## src/rtl/node_join_ctrl_pkg.sv

```systemverilog
// node_join_ctrl_pkg
// Shared system-flit types for the node join controller:
//   - hdr_code_t   : 8-bit system header codes
//   - join_state_t : join controller state encoding
//   - field_msb()  : MSB position of ID field k in a system payload,
//                    fields packed MSB-first, NODE_ID_W bits each
package node_join_ctrl_pkg;

    localparam int HDR_W = 8;

    typedef enum logic [HDR_W-1:0] {
        HDR_NOPE       = 8'd0,
        HDR_HEARTBEAT  = 8'd1,
        HDR_RESET      = 8'd2,
        HDR_PARENT_REQ = 8'd3,
        HDR_PARENT_ACK = 8'd4,
        HDR_JOIN_REQ   = 8'd5,
        HDR_JOIN_ACK   = 8'd6
    } hdr_code_t;

    typedef enum logic [2:0] {
        JS_IDLE      = 3'd0,
        JS_SEND_PREQ = 3'd1,
        JS_WAIT_PACK = 3'd2,
        JS_SEND_JREQ = 3'd3,
        JS_WAIT_JACK = 3'd4,
        JS_JOINED    = 3'd5,
        JS_FAILED    = 3'd6
    } join_state_t;

    function automatic int field_msb(input int k, input int node_id_w, input int payload_w);
        return payload_w - 1 - k * node_id_w;
    endfunction

endpackage

```

## src/rtl/node_join_ctrl_if.sv

```systemverilog
// node_join_ctrl_if
// System-flit link between the join controller and the node's flit
// encoder (TX) / decoder (RX). Signal suffixes are from the controller's
// point of view.
//   tx_valid_o / tx_ready_i          : TX valid/ready handshake
//   tx_header_o / tx_payload_o       : TX system header and payload
//   rx_valid_i                       : one-cycle RX qualifier, no backpressure
//   rx_header_i / rx_payload_i       : RX system header and payload
// Modports: master = controller, slave = encoder/decoder side.
interface node_join_ctrl_if
    import node_join_ctrl_pkg::*;
#(
    parameter int PAYLOAD_W = 64
);
    logic                 tx_valid_o;
    logic                 tx_ready_i;
    logic [HDR_W-1:0]     tx_header_o;
    logic [PAYLOAD_W-1:0] tx_payload_o;
    logic                 rx_valid_i;
    logic [HDR_W-1:0]     rx_header_i;
    logic [PAYLOAD_W-1:0] rx_payload_i;

    modport master (
        output tx_valid_o, tx_header_o, tx_payload_o,
        input  tx_ready_i, rx_valid_i, rx_header_i, rx_payload_i
    );

    modport slave (
        input  tx_valid_o, tx_header_o, tx_payload_o,
        output tx_ready_i, rx_valid_i, rx_header_i, rx_payload_i
    );
endinterface

```

## src/rtl/node_id_lfsr.sv

```systemverilog
// node_id_lfsr
// Free-running right-shift Galois LFSR producing the random child ID.
// Maximal-length taps are tabulated for widths 4..16. The state never
// reaches zero because the seed is forced nonzero and the step is invertible.
//   clk   : clock
//   rst_n : asynchronous active-low reset, loads the seed
//   value : current LFSR state
module node_id_lfsr #(
    parameter int          WIDTH = 8,
    parameter int unsigned SEED  = 'hA5
) (
    input  logic             clk,
    input  logic             rst_n,
    output logic [WIDTH-1:0] value
);

    function automatic logic [31:0] tap_mask(input int w);
        case (w)
            4:       return 32'h0000_000C;
            5:       return 32'h0000_0014;
            6:       return 32'h0000_0030;
            7:       return 32'h0000_0060;
            8:       return 32'h0000_00B8;
            9:       return 32'h0000_0110;
            10:      return 32'h0000_0240;
            11:      return 32'h0000_0500;
            12:      return 32'h0000_0829;
            13:      return 32'h0000_100D;
            14:      return 32'h0000_2015;
            15:      return 32'h0000_6000;
            16:      return 32'h0000_B400;
            // Untabulated width: plain rotation, still never zero.
            default: return 32'h1 << (w - 1);
        endcase
    endfunction

    localparam logic [31:0]      TAPS32  = tap_mask(WIDTH);
    localparam logic [WIDTH-1:0] TAPS    = TAPS32[WIDTH-1:0];
    localparam logic [31:0]      SEED32  = SEED;
    localparam logic [WIDTH-1:0] SEED_T  = SEED32[WIDTH-1:0];
    localparam logic [WIDTH-1:0] SEED_NZ = (SEED_T == '0) ? WIDTH'(1) : SEED_T;

    always_ff @(posedge clk or negedge rst_n) begin
        if (!rst_n) begin
            value <= SEED_NZ;
        end else if (value[0]) begin
            value <= (value >> 1) ^ TAPS;
        end else begin
            value <= value >> 1;
        end
    end

endmodule

```

## src/rtl/node_join_ctrl.sv

```systemverilog
// node_join_ctrl
// Per-node join controller. Acquires a parent ID and a child ID in two
// request/acknowledge phases (PARENT_REQ/PARENT_ACK, JOIN_REQ/JOIN_ACK),
// each guarded by a timeout with bounded retries. A received RESET flit
// returns the block to idle from any state.
//   clk, rst_n   : clock, asynchronous active-low reset
//   start_i      : begin a join (honoured in IDLE, JOINED, FAILED)
//   bus          : system-flit TX/RX link (master side)
//   busy_o       : join in progress
//   joined_o     : join complete, IDs valid
//   failed_o     : retries exhausted
//   parent_id_o  : parent ID from PARENT_ACK
//   child_id_o   : child ID from JOIN_ACK
//   global_id_o  : global ID from PARENT_ACK
module node_join_ctrl
    import node_join_ctrl_pkg::*;
#(
    parameter int          NODE_ID_W      = 8,
    parameter int          PAYLOAD_W      = 64,
    parameter int          TIMEOUT_CYCLES = 1024,
    parameter int          MAX_RETRY      = 4,
    parameter int unsigned LFSR_SEED      = 'hA5
) (
    input  logic                 clk,
    input  logic                 rst_n,
    input  logic                 start_i,
    node_join_ctrl_if.master     bus,
    output logic                 busy_o,
    output logic                 joined_o,
    output logic                 failed_o,
    output logic [NODE_ID_W-1:0] parent_id_o,
    output logic [NODE_ID_W-1:0] child_id_o,
    output logic [NODE_ID_W-1:0] global_id_o
);

    localparam logic [2:0] S_IDLE      = JS_IDLE;
    localparam logic [2:0] S_SEND_PREQ = JS_SEND_PREQ;
    localparam logic [2:0] S_WAIT_PACK = JS_WAIT_PACK;
    localparam logic [2:0] S_SEND_JREQ = JS_SEND_JREQ;
    localparam logic [2:0] S_WAIT_JACK = JS_WAIT_JACK;
    localparam logic [2:0] S_JOINED    = JS_JOINED;
    localparam logic [2:0] S_FAILED    = JS_FAILED;

    localparam int TMO_W   = $clog2(TIMEOUT_CYCLES);
    localparam int RETRY_W = (MAX_RETRY > 0) ? $clog2(MAX_RETRY + 1) : 1;
    localparam logic [TMO_W-1:0]   TMO_LAST  = TMO_W'(TIMEOUT_CYCLES - 1);
    localparam logic [RETRY_W-1:0] RETRY_MAX = RETRY_W'(MAX_RETRY);

    localparam int F0_MSB = field_msb(0, NODE_ID_W, PAYLOAD_W);
    localparam int F1_MSB = field_msb(1, NODE_ID_W, PAYLOAD_W);
    localparam int F2_MSB = field_msb(2, NODE_ID_W, PAYLOAD_W);

    logic [2:0]           state_q;
    logic [TMO_W-1:0]     tmo_q;
    logic [RETRY_W-1:0]   retry_q;
    logic                 tx_valid_q;
    logic                 joined_q;
    logic                 failed_q;
    logic [NODE_ID_W-1:0] rand_q;
    logic [NODE_ID_W-1:0] parent_q;
    logic [NODE_ID_W-1:0] child_q;
    logic [NODE_ID_W-1:0] global_q;
    logic [NODE_ID_W-1:0] lfsr_value;

    logic [HDR_W-1:0]     tx_header;
    logic [PAYLOAD_W-1:0] tx_payload;

    node_id_lfsr #(
        .WIDTH (NODE_ID_W),
        .SEED  (LFSR_SEED)
    ) u_lfsr (
        .clk   (clk),
        .rst_n (rst_n),
        .value (lfsr_value)
    );

    logic [NODE_ID_W-1:0] rx_f0, rx_f1, rx_f2;
    logic                 rx_reset, pack_hit, jack_hit, tx_fire, timeout, can_retry;
    logic                 unused_rx_lsb;

    assign rx_f0 = bus.rx_payload_i[F0_MSB -: NODE_ID_W];
    assign rx_f1 = bus.rx_payload_i[F1_MSB -: NODE_ID_W];
    assign rx_f2 = bus.rx_payload_i[F2_MSB -: NODE_ID_W];
    // Payload LSBs below the third field carry nothing for this block.
    assign unused_rx_lsb = &{1'b0, bus.rx_payload_i};

    assign rx_reset  = bus.rx_valid_i && (bus.rx_header_i == HDR_RESET);
    assign pack_hit  = bus.rx_valid_i && (bus.rx_header_i == HDR_PARENT_ACK);
    // Only an ACK echoing our random ID and chosen parent belongs to us.
    assign jack_hit  = bus.rx_valid_i && (bus.rx_header_i == HDR_JOIN_ACK)
                       && (rx_f0 == rand_q) && (rx_f1 == parent_q);
    assign tx_fire   = tx_valid_q && bus.tx_ready_i;
    assign timeout   = (tmo_q == TMO_LAST);
    assign can_retry = (retry_q < RETRY_MAX);

    always_ff @(posedge clk or negedge rst_n) begin
        if (!rst_n) begin
            state_q    <= S_IDLE;
            tmo_q      <= '0;
            retry_q    <= '0;
            tx_valid_q <= 1'b0;
            joined_q   <= 1'b0;
            failed_q   <= 1'b0;
            rand_q     <= '0;
            parent_q   <= '0;
            child_q    <= '0;
            global_q   <= '0;
        end else if (rx_reset) begin
            state_q    <= S_IDLE;
            tmo_q      <= '0;
            retry_q    <= '0;
            tx_valid_q <= 1'b0;
            joined_q   <= 1'b0;
            failed_q   <= 1'b0;
            rand_q     <= '0;
            parent_q   <= '0;
            child_q    <= '0;
            global_q   <= '0;
        end else begin
            case (state_q)
                S_IDLE, S_JOINED, S_FAILED: begin
                    if (start_i) begin
                        state_q    <= S_SEND_PREQ;
                        tx_valid_q <= 1'b1;
                        joined_q   <= 1'b0;
                        failed_q   <= 1'b0;
                        retry_q    <= '0;
                    end
                end
                S_SEND_PREQ, S_SEND_JREQ: begin
                    if (tx_fire) begin
                        state_q    <= (state_q == S_SEND_PREQ) ? S_WAIT_PACK : S_WAIT_JACK;
                        tx_valid_q <= 1'b0;
                        tmo_q      <= '0;
                    end
                end
                S_WAIT_PACK: begin
                    if (pack_hit) begin
                        parent_q   <= rx_f0;
                        global_q   <= rx_f2;
                        rand_q     <= lfsr_value;
                        retry_q    <= '0;
                        state_q    <= S_SEND_JREQ;
                        tx_valid_q <= 1'b1;
                    end else if (timeout) begin
                        if (can_retry) begin
                            retry_q    <= retry_q + 1'b1;
                            state_q    <= S_SEND_PREQ;
                            tx_valid_q <= 1'b1;
                        end else begin
                            state_q  <= S_FAILED;
                            failed_q <= 1'b1;
                        end
                    end else begin
                        tmo_q <= tmo_q + 1'b1;
                    end
                end
                S_WAIT_JACK: begin
                    if (jack_hit) begin
                        child_q  <= rx_f2;
                        joined_q <= 1'b1;
                        state_q  <= S_JOINED;
                    end else if (timeout) begin
                        if (can_retry) begin
                            // Each retransmission carries a freshly drawn ID.
                            rand_q     <= lfsr_value;
                            retry_q    <= retry_q + 1'b1;
                            state_q    <= S_SEND_JREQ;
                            tx_valid_q <= 1'b1;
                        end else begin
                            state_q  <= S_FAILED;
                            failed_q <= 1'b1;
                        end
                    end else begin
                        tmo_q <= tmo_q + 1'b1;
                    end
                end
                default: state_q <= S_IDLE;
            endcase
        end
    end

    // Header and payload derive only from registers that are frozen while
    // the flit is offered, so they stay stable under backpressure.
    always_comb begin
        tx_header  = HDR_NOPE;
        tx_payload = '0;
        if (tx_valid_q) begin
            if (state_q == S_SEND_JREQ) begin
                tx_header                      = HDR_JOIN_REQ;
                tx_payload[F0_MSB -: NODE_ID_W] = rand_q;
                tx_payload[F1_MSB -: NODE_ID_W] = parent_q;
            end else begin
                tx_header = HDR_PARENT_REQ;
            end
        end
    end

    assign bus.tx_valid_o   = tx_valid_q;
    assign bus.tx_header_o  = tx_header;
    assign bus.tx_payload_o = tx_payload;

    assign busy_o      = (state_q != S_IDLE) && (state_q != S_JOINED) && (state_q != S_FAILED);
    assign joined_o    = joined_q;
    assign failed_o    = failed_q;
    assign parent_id_o = parent_q;
    assign child_id_o  = child_q;
    assign global_id_o = global_q;

endmodule

```

## src/flat_wrapper.sv

```systemverilog
// flat-port wrapper written by rule: the top's interface ports become plain ports
module node_join_ctrl_flat import node_join_ctrl_pkg::*;
#(
    parameter int          NODE_ID_W      = 8,
    parameter int          PAYLOAD_W      = 64,
    parameter int          TIMEOUT_CYCLES = 1024,
    parameter int          MAX_RETRY      = 4,
    parameter int unsigned LFSR_SEED      = 'hA5
)
  (clk, rst_n, start_i, busy_o, joined_o, failed_o, parent_id_o, child_id_o, global_id_o, bus_tx_valid_o, bus_tx_header_o, bus_tx_payload_o, bus_tx_ready_i, bus_rx_valid_i, bus_rx_header_i, bus_rx_payload_i);
  node_join_ctrl_if #(.PAYLOAD_W(PAYLOAD_W)) bus_i ();
  input  logic clk;
  input  logic rst_n;
  input  logic start_i;
  output logic busy_o;
  output logic joined_o;
  output logic failed_o;
  output logic [NODE_ID_W-1:0] parent_id_o;
  output logic [NODE_ID_W-1:0] child_id_o;
  output logic [NODE_ID_W-1:0] global_id_o;
  output wire logic [$bits(bus_i.tx_valid_o)-1:0] bus_tx_valid_o;
  output wire logic [$bits(bus_i.tx_header_o)-1:0] bus_tx_header_o;
  output wire logic [$bits(bus_i.tx_payload_o)-1:0] bus_tx_payload_o;
  input wire logic [$bits(bus_i.tx_ready_i)-1:0] bus_tx_ready_i;
  input wire logic [$bits(bus_i.rx_valid_i)-1:0] bus_rx_valid_i;
  input wire logic [$bits(bus_i.rx_header_i)-1:0] bus_rx_header_i;
  input wire logic [$bits(bus_i.rx_payload_i)-1:0] bus_rx_payload_i;
  assign bus_tx_valid_o = bus_i.tx_valid_o;
  assign bus_tx_header_o = bus_i.tx_header_o;
  assign bus_tx_payload_o = bus_i.tx_payload_o;
  assign bus_i.tx_ready_i = bus_tx_ready_i;
  assign bus_i.rx_valid_i = bus_rx_valid_i;
  assign bus_i.rx_header_i = bus_rx_header_i;
  assign bus_i.rx_payload_i = bus_rx_payload_i;
  node_join_ctrl #(.NODE_ID_W(NODE_ID_W), .PAYLOAD_W(PAYLOAD_W), .TIMEOUT_CYCLES(TIMEOUT_CYCLES), .MAX_RETRY(MAX_RETRY), .LFSR_SEED(LFSR_SEED)) u_core (.clk(clk), .rst_n(rst_n), .start_i(start_i), .bus(bus_i), .busy_o(busy_o), .joined_o(joined_o), .failed_o(failed_o), .parent_id_o(parent_id_o), .child_id_o(child_id_o), .global_id_o(global_id_o));
endmodule
```

## config.mk

```make
export PLATFORM = sky130hd
export DESIGN_NAME = node_join_ctrl_flat
export DESIGN_NICKNAME = d
export VERILOG_FILES = /design/src/rtl/node_join_ctrl_pkg.sv /design/src/rtl/node_join_ctrl_if.sv /design/src/rtl/node_id_lfsr.sv /design/src/rtl/node_join_ctrl.sv /design/src/flat_wrapper.sv
export SDC_FILE = /design/constraint.sdc
export NUM_CORES = 1
export LEC_CHECK = 0
export CORE_MARGIN = 8
export CORE_UTILIZATION = 41
export DETAILED_ROUTE_END_ITERATION = 16
export PLACE_DENSITY_LB_ADDON = 0.05
export SLEW_MARGIN = 20
export SYNTH_ARGS = -nofsm -noshare
export SYNTH_HDL_FRONTEND = slang
export SYNTH_HIERARCHICAL = 1
export SYNTH_SLANG_ARGS = --single-unit
```

## constraint.sdc

```tcl
create_clock -name clk -period 2.2 [get_ports clk]
set_input_delay 0.33 -clock clk [delete_from_list [all_inputs] [get_ports clk]]
set_output_delay 0.33 -clock clk [all_outputs]
set_load 0.02 [all_outputs]
```

======== Word-level counts from Yosys, hierarchy flattened ========
Index checks and enable logic that the tools add are counted.
storage, ports and cells
  register bits ........................... 59
  word-level logic and storage cells ...... 131
operators by class
  add/sub/neg operators ................... 2
  magnitude comparators ................... 1
  eq/ne operators ......................... 24
  mux-type cells .......................... 62
  bitwise operators ....................... 1
  reduce and logical (&&, ||, !) cells .... 30
operators by type and width
  cell                     number
  $mux W8                  16
  $mux W3                  17
  $mux W10                 5
  $mux W16                 2
  $pmux W10 S3             1
  $eq A8 B3 Y1 const B     2
  $eq A8 B8 Y1             2
  $pmux W8 S2              1
  $reduce_and A4 Y1        4
  $mux W1                  15
  $ne A3 B1 Y1 const B     5
  $pmux W3 S4              1
  $add A10 B1 Y10 const B  1
  $eq A10 B10 Y1 const B   1
  $eq A3 B3 Y1 const B     3
  $ne A3 B2 Y1 const B     3
  $pmux W3 S3              1
  $reduce_bool A3 Y1       3
  $eq A8 B2 Y1 const B     1
  $logic_and A1 B1 Y1      8
  $ne A4 B1 Y1 const B     2
  $reduce_bool A2 Y1       4
  $reduce_bool A4 Y1       2
  $eq A3 B2 Y1 const B     2
  other kinds (15)         18

======== Depth between registers and ports, before layout ========
  depth in word-level cells ............... 7
  depth in mapped cells ................... 8
  depth with buffers taken out ............ 7

======== By module ========
Netlist, hierarchy kept.
modules (own cells, without submodules)
  module          instances  cells an instance  area each (um^2)  sequential area each (um^2)
  node_join_ctrl  1          402                3,415.8           1,276.2
  node_id_lfsr    1          11                 231.5             205.2

======== Worst setup path before layout ========
No wires, ideal clock.
  kind .................................... register to output
  from .................................... reg u_core.state_q[0]
  to ...................................... out bus_tx_payload_o[54]
  data arrival time ....................... 1,627 ps
  data required time ...................... 1,870 ps
  setup slack ............................. 243 ps
  cell stages (with the launch flop) ...... 6
  path through ............................ dfrtp_1 buf_2 nand2_1 nor3b_1 buf_2 and2_1
on the way
  longest elaborated chain between the ends .. 3
ends and longest elaborated chain
  element                 RTL line               RTL
  start, declared         node_join_ctrl.sv:53   logic [2:0] state_q;
  start signal, assigned  node_join_ctrl.sv:132  state_q <= (state_q == S_SEND_PREQ) ? S_WAIT_PACK : S_WAIT_JACK;
  $eq A3 B2 Y1            node_join_ctrl.sv:189  if (state_q == S_SEND_JREQ) begin
  $mux W16                node_join_ctrl.sv:189
  $mux W16                node_join_ctrl.sv:188  if (tx_valid_q) begin
  end, declared           flat_wrapper.sv:23     output wire logic [$bits(bus_i.tx_payload_o)-1:0] bus_tx_payload_o;
Every way passes these cells.

======== Worst setup path in the final report ========
  from .................................... in bus_rx_payload_i[49]
  to ...................................... reg u_core.state_q[2]
on the way
  longest elaborated chain between the ends .. 5
ends and longest elaborated chain
  element                RTL line               RTL
  start, declared        flat_wrapper.sv:27     input wire logic [$bits(bus_i.rx_payload_i)-1:0] bus_rx_payload_i;
  $eq A8 B8 Y1 *         node_join_ctrl.sv:91   && (rx_f0 == rand_q) && (rx_f1 == parent_q);
  $logic_and A1 B1 Y1 *  node_join_ctrl.sv:91
  $mux W3                node_join_ctrl.sv:159  if (jack_hit) begin
  $pmux W3 S4            node_join_ctrl.sv:120  case (state_q)
  $mux W3                node_join_ctrl.sv:108  end else if (rx_reset) begin
Mark *: on every way between the ends. The rest lies on a longest branch, timed or not.
A chain may end at the register's enable or synchronous reset.

==> flow_metrics.tcl <==
set metrics [dict create \
    instances_no_fill 649 \
    rows 34 \
    routed_wl_mm 9.84 \
    placedCellCount 629 \
    leakage_nw 2.23 \
    tritoncts.num_buffers 9 \
    place_congestion 0.833 \
    fin_tns_setup_ps 0 \
    p_clk_frac 0.246 \
    clock_path_buffers 2 \
    io_buffer_count 83 \
    cp.required_ps 2420 \
    synth_edf_count 0 \
    overflow 0 \
    die_y_um 110 \
    yosysTopAreaCell "dfrtp_1" \
    synth.avg_cell_area_um2 8.83 \
    grt_pass1_wl_mm 15.4 \
    pwr-share-comb 0.414 \
    dp_hpwl_mm 7.45 \
    swShare 0.375 \
    fin_skew_ps 12.0 \
    cap_violations 0 \
    path_clk_slew_ps 70 \
    final_common_cell "nand2_1" \
    slew_headroom 0.653 \
    status "finished, final reports clean" \
    rsz0062_at_grt "yes" \
    p_sw_mw 1.35 \
    grt_usage 0.162 \
    hp-class "reg2reg" \
    slew_violations 0 \
    num_vias 3180 \
    crit_fanout 4 \
    viasPerCell 4.90 \
    drive_above_1_share 0.192 \
    wire_per_inst_um 15.2 \
    period_share 0.950 \
    clock-root-buffer "clkbuf_8" \
    grt_max_degree 33 \
    dieArea_um2 12200 \
    worstSetupStartpointType "primary input" \
    period_minus_slack_ps 2090 \
    drc 0 \
    async_flop_share 1.00 \
    num-nets-final 615 \
    synth_top_area_share 0.377 \
    min_delay_path_depth 0 \
    power.density_nw_per_um2 746 \
    start_util 0.420 \
    worstPathArrival_ps 2310 \
    synth_cells 413 \
    crit_chain "clkdlybuf4s50_1, xor2_1, nor4_1, buf_4, and3_1, a31oi_2, a21oi_2, mux2_2" \
    finalSetupViolCount 0 \
    hold_viol 0 \
    seqPwrFrac 0.340 \
    synth.cell_area_um2 3650 \
    ys_seq_area_frac 0.406 \
    vdd_ir_drop_max_uv 354 \
    endpoint_kind "flip-flop" \
    max_stage_delay_ps 430 \
    diodes 0 \
    crit_type "in2reg" \
    die_width_um 110 \
    grt_pass1_vias 3161 \
    ys_warn_count 6 \
    fmax_ghz 0.479 \
    intPower_mw 2.25 \
    ios 177 \
    clock_sinks 59 \
    area_growth_pct 32.2 \
    synthTopCellsByArea "dfrtp_1 38%, buf_4 12%, nand2_1 7.6%, o21ai_0 7.0%, xor2_1 4.6%" \
    slowest_stage "clkdlybuf4s50_1" \
    drt_pass1_iterations 4 \
    rr_worst_depth 7 \
    ys_seq_elements 59 \
    grt_antenna_before_repair 0 \
    power_mw 3.60 \
    cts_tree "done" \
    core_area_um2 8680 \
    synth_flop_cell "dfrtp_1" \
    synth_cell_types 53 \
    tightest_slew_ps 520 \
    clk-insertion-delay-late_ps 330 \
    final_cell_mix "74 x nand2_1, 64 x clkdlybuf4s50_1, 55 x dfrtp_1, 53 x conb_1, 51 x o21ai_0" \
    ant_nets 0 \
    drtIter0Drc 85 \
    cts_max_level 3 \
]
[power groups by stage]
| stage | combinational (mW) | clock [mW] | sequential, mW |
|---|---|---|---|
| after floorplan | 0.991 | 0 | 1.25 |
| after global placement | 1.44 | 0 | 1.24 |
| after global routing | 1.62 | 0.972 | 1.23 |
| after detailed placement | 1.44 | 0 | 1.24 |
| after CTS | 1.44 | 0.912 | 1.22 |
| final | 1.49 | 0.886 | 1.22 |
[final timing paths]
check                                                  startpoint                                 to  slack, ps
worst max-delay path                         bus_rx_payload_i[49]      u_core/state_q[2]$_DFFE_PN0P_        110
worst min-delay path             u_core/u_lfsr/value[1]$_DFF_PN0_   u_core/u_lfsr/value[0]$_DFF_PN1_        390
worst max register to register  u_core/parent_id_o[1]$_DFFE_PN0P_      u_core/state_q[2]$_DFFE_PN0P_        120
worst min register to register   u_core/u_lfsr/value[1]$_DFF_PN0_   u_core/u_lfsr/value[0]$_DFF_PN1_        390
max in group asynchronous                                   rst_n  u_core/parent_id_o[1]$_DFFE_PN0P_       1090
min in group asynchronous                                   rst_n  u_core/parent_id_o[7]$_DFFE_PN0P_        510
[metal layers]
layer | up-vias | global-route usage | share of wire
met5 | - | 0 | 0
met2 | 102 | 0.263 | 0.47
met1 | 1518 | 0.194 | 0.43
met3 | 8 | 0.0645 | 0.090
li1 | 1552 | - | -
met4 | 0 | 0.0476 | 0.0097
[sequential cells by signal, summed over array words and instances (netlist names)]
signal                 count
u_core/rand_q              8
u_core/retry_q             3
u_core/u_lfsr/value        8
u_core/failed_o            1
u_core/child_id_o          8
u_core/joined_o            1
u_core/parent_id_o         8
u_core/global_id_o         8
u_core/state_q             3
u_core/tmo_q              10
u_core/bus.tx_valid_o      1
[what timing repair did]
item	in CTS	in global routing
endpoints found under the hold margin	16	0
hold buffers	1	0
setup buffers	1	2
setup endpoints to repair	18	25
gates resized for setup	21	32
[worst max-delay path, delay by kind of cell]
| kind | cells | cell delay (ps) |
|---|---|---|
| xor gates and xnor gates | 1 | 160 |
| buffers and inverters | 2 | 590 |
| and+or+nand+nor | 2 | 530 |
| AOI/OAI and AO/OA | 2 | 340 |
| muxes | 1 | 350 |
[cell type report]
type	count	area, um2
clock buffer	12	145
clock inverter	4	26.3
fill	844	3860
inverter	4	15.0
multi-input combinational	331	1860
sequential	59	1480
tap	108	135
timing repair buffer	131	1160
[cells by family (layout without fill, tap and decap cells)]
family,count (synthesis),in the layout,share of synthesized area
other cells,1,53,0.00103
buf+inv,75,151,0.146
fa+ha+maj,2,2,0.00686
simple gates,156,156,0.222
mux,2,2,0.00617
xor+xnor,20,20,0.0532
flops,59,59,0.406
compound gates,98,98,0.159
[cell usage after synthesis, types with 5 or more instances]
cell and n:
o21ai_0 51, nand4_1 6, o21ai_1 11, xor2_1 19, a31oi_1 6, nand3_1 10, nand2_1 74, nor3_1 5
and2_1 17, dfrtp_1 55, nor2_1 13, buf_4 57, buf_2 5, and3_1 6, a21oi_1 10, nor4_1 5
[through the flow]
step	util	setup slack, ps	area, um2	hold WS, ps
floorplan	-	243	3840	34.4
global placement	0.536	-239	4650	338
detailed placement	0.536	-246	4650	338
CTS	0.556	10.3	4820	389
global route	0.556	-2.90	4820	398
finish	0.556	110	4820	388
Note: power is estimated with default switching activity, not from simulation.
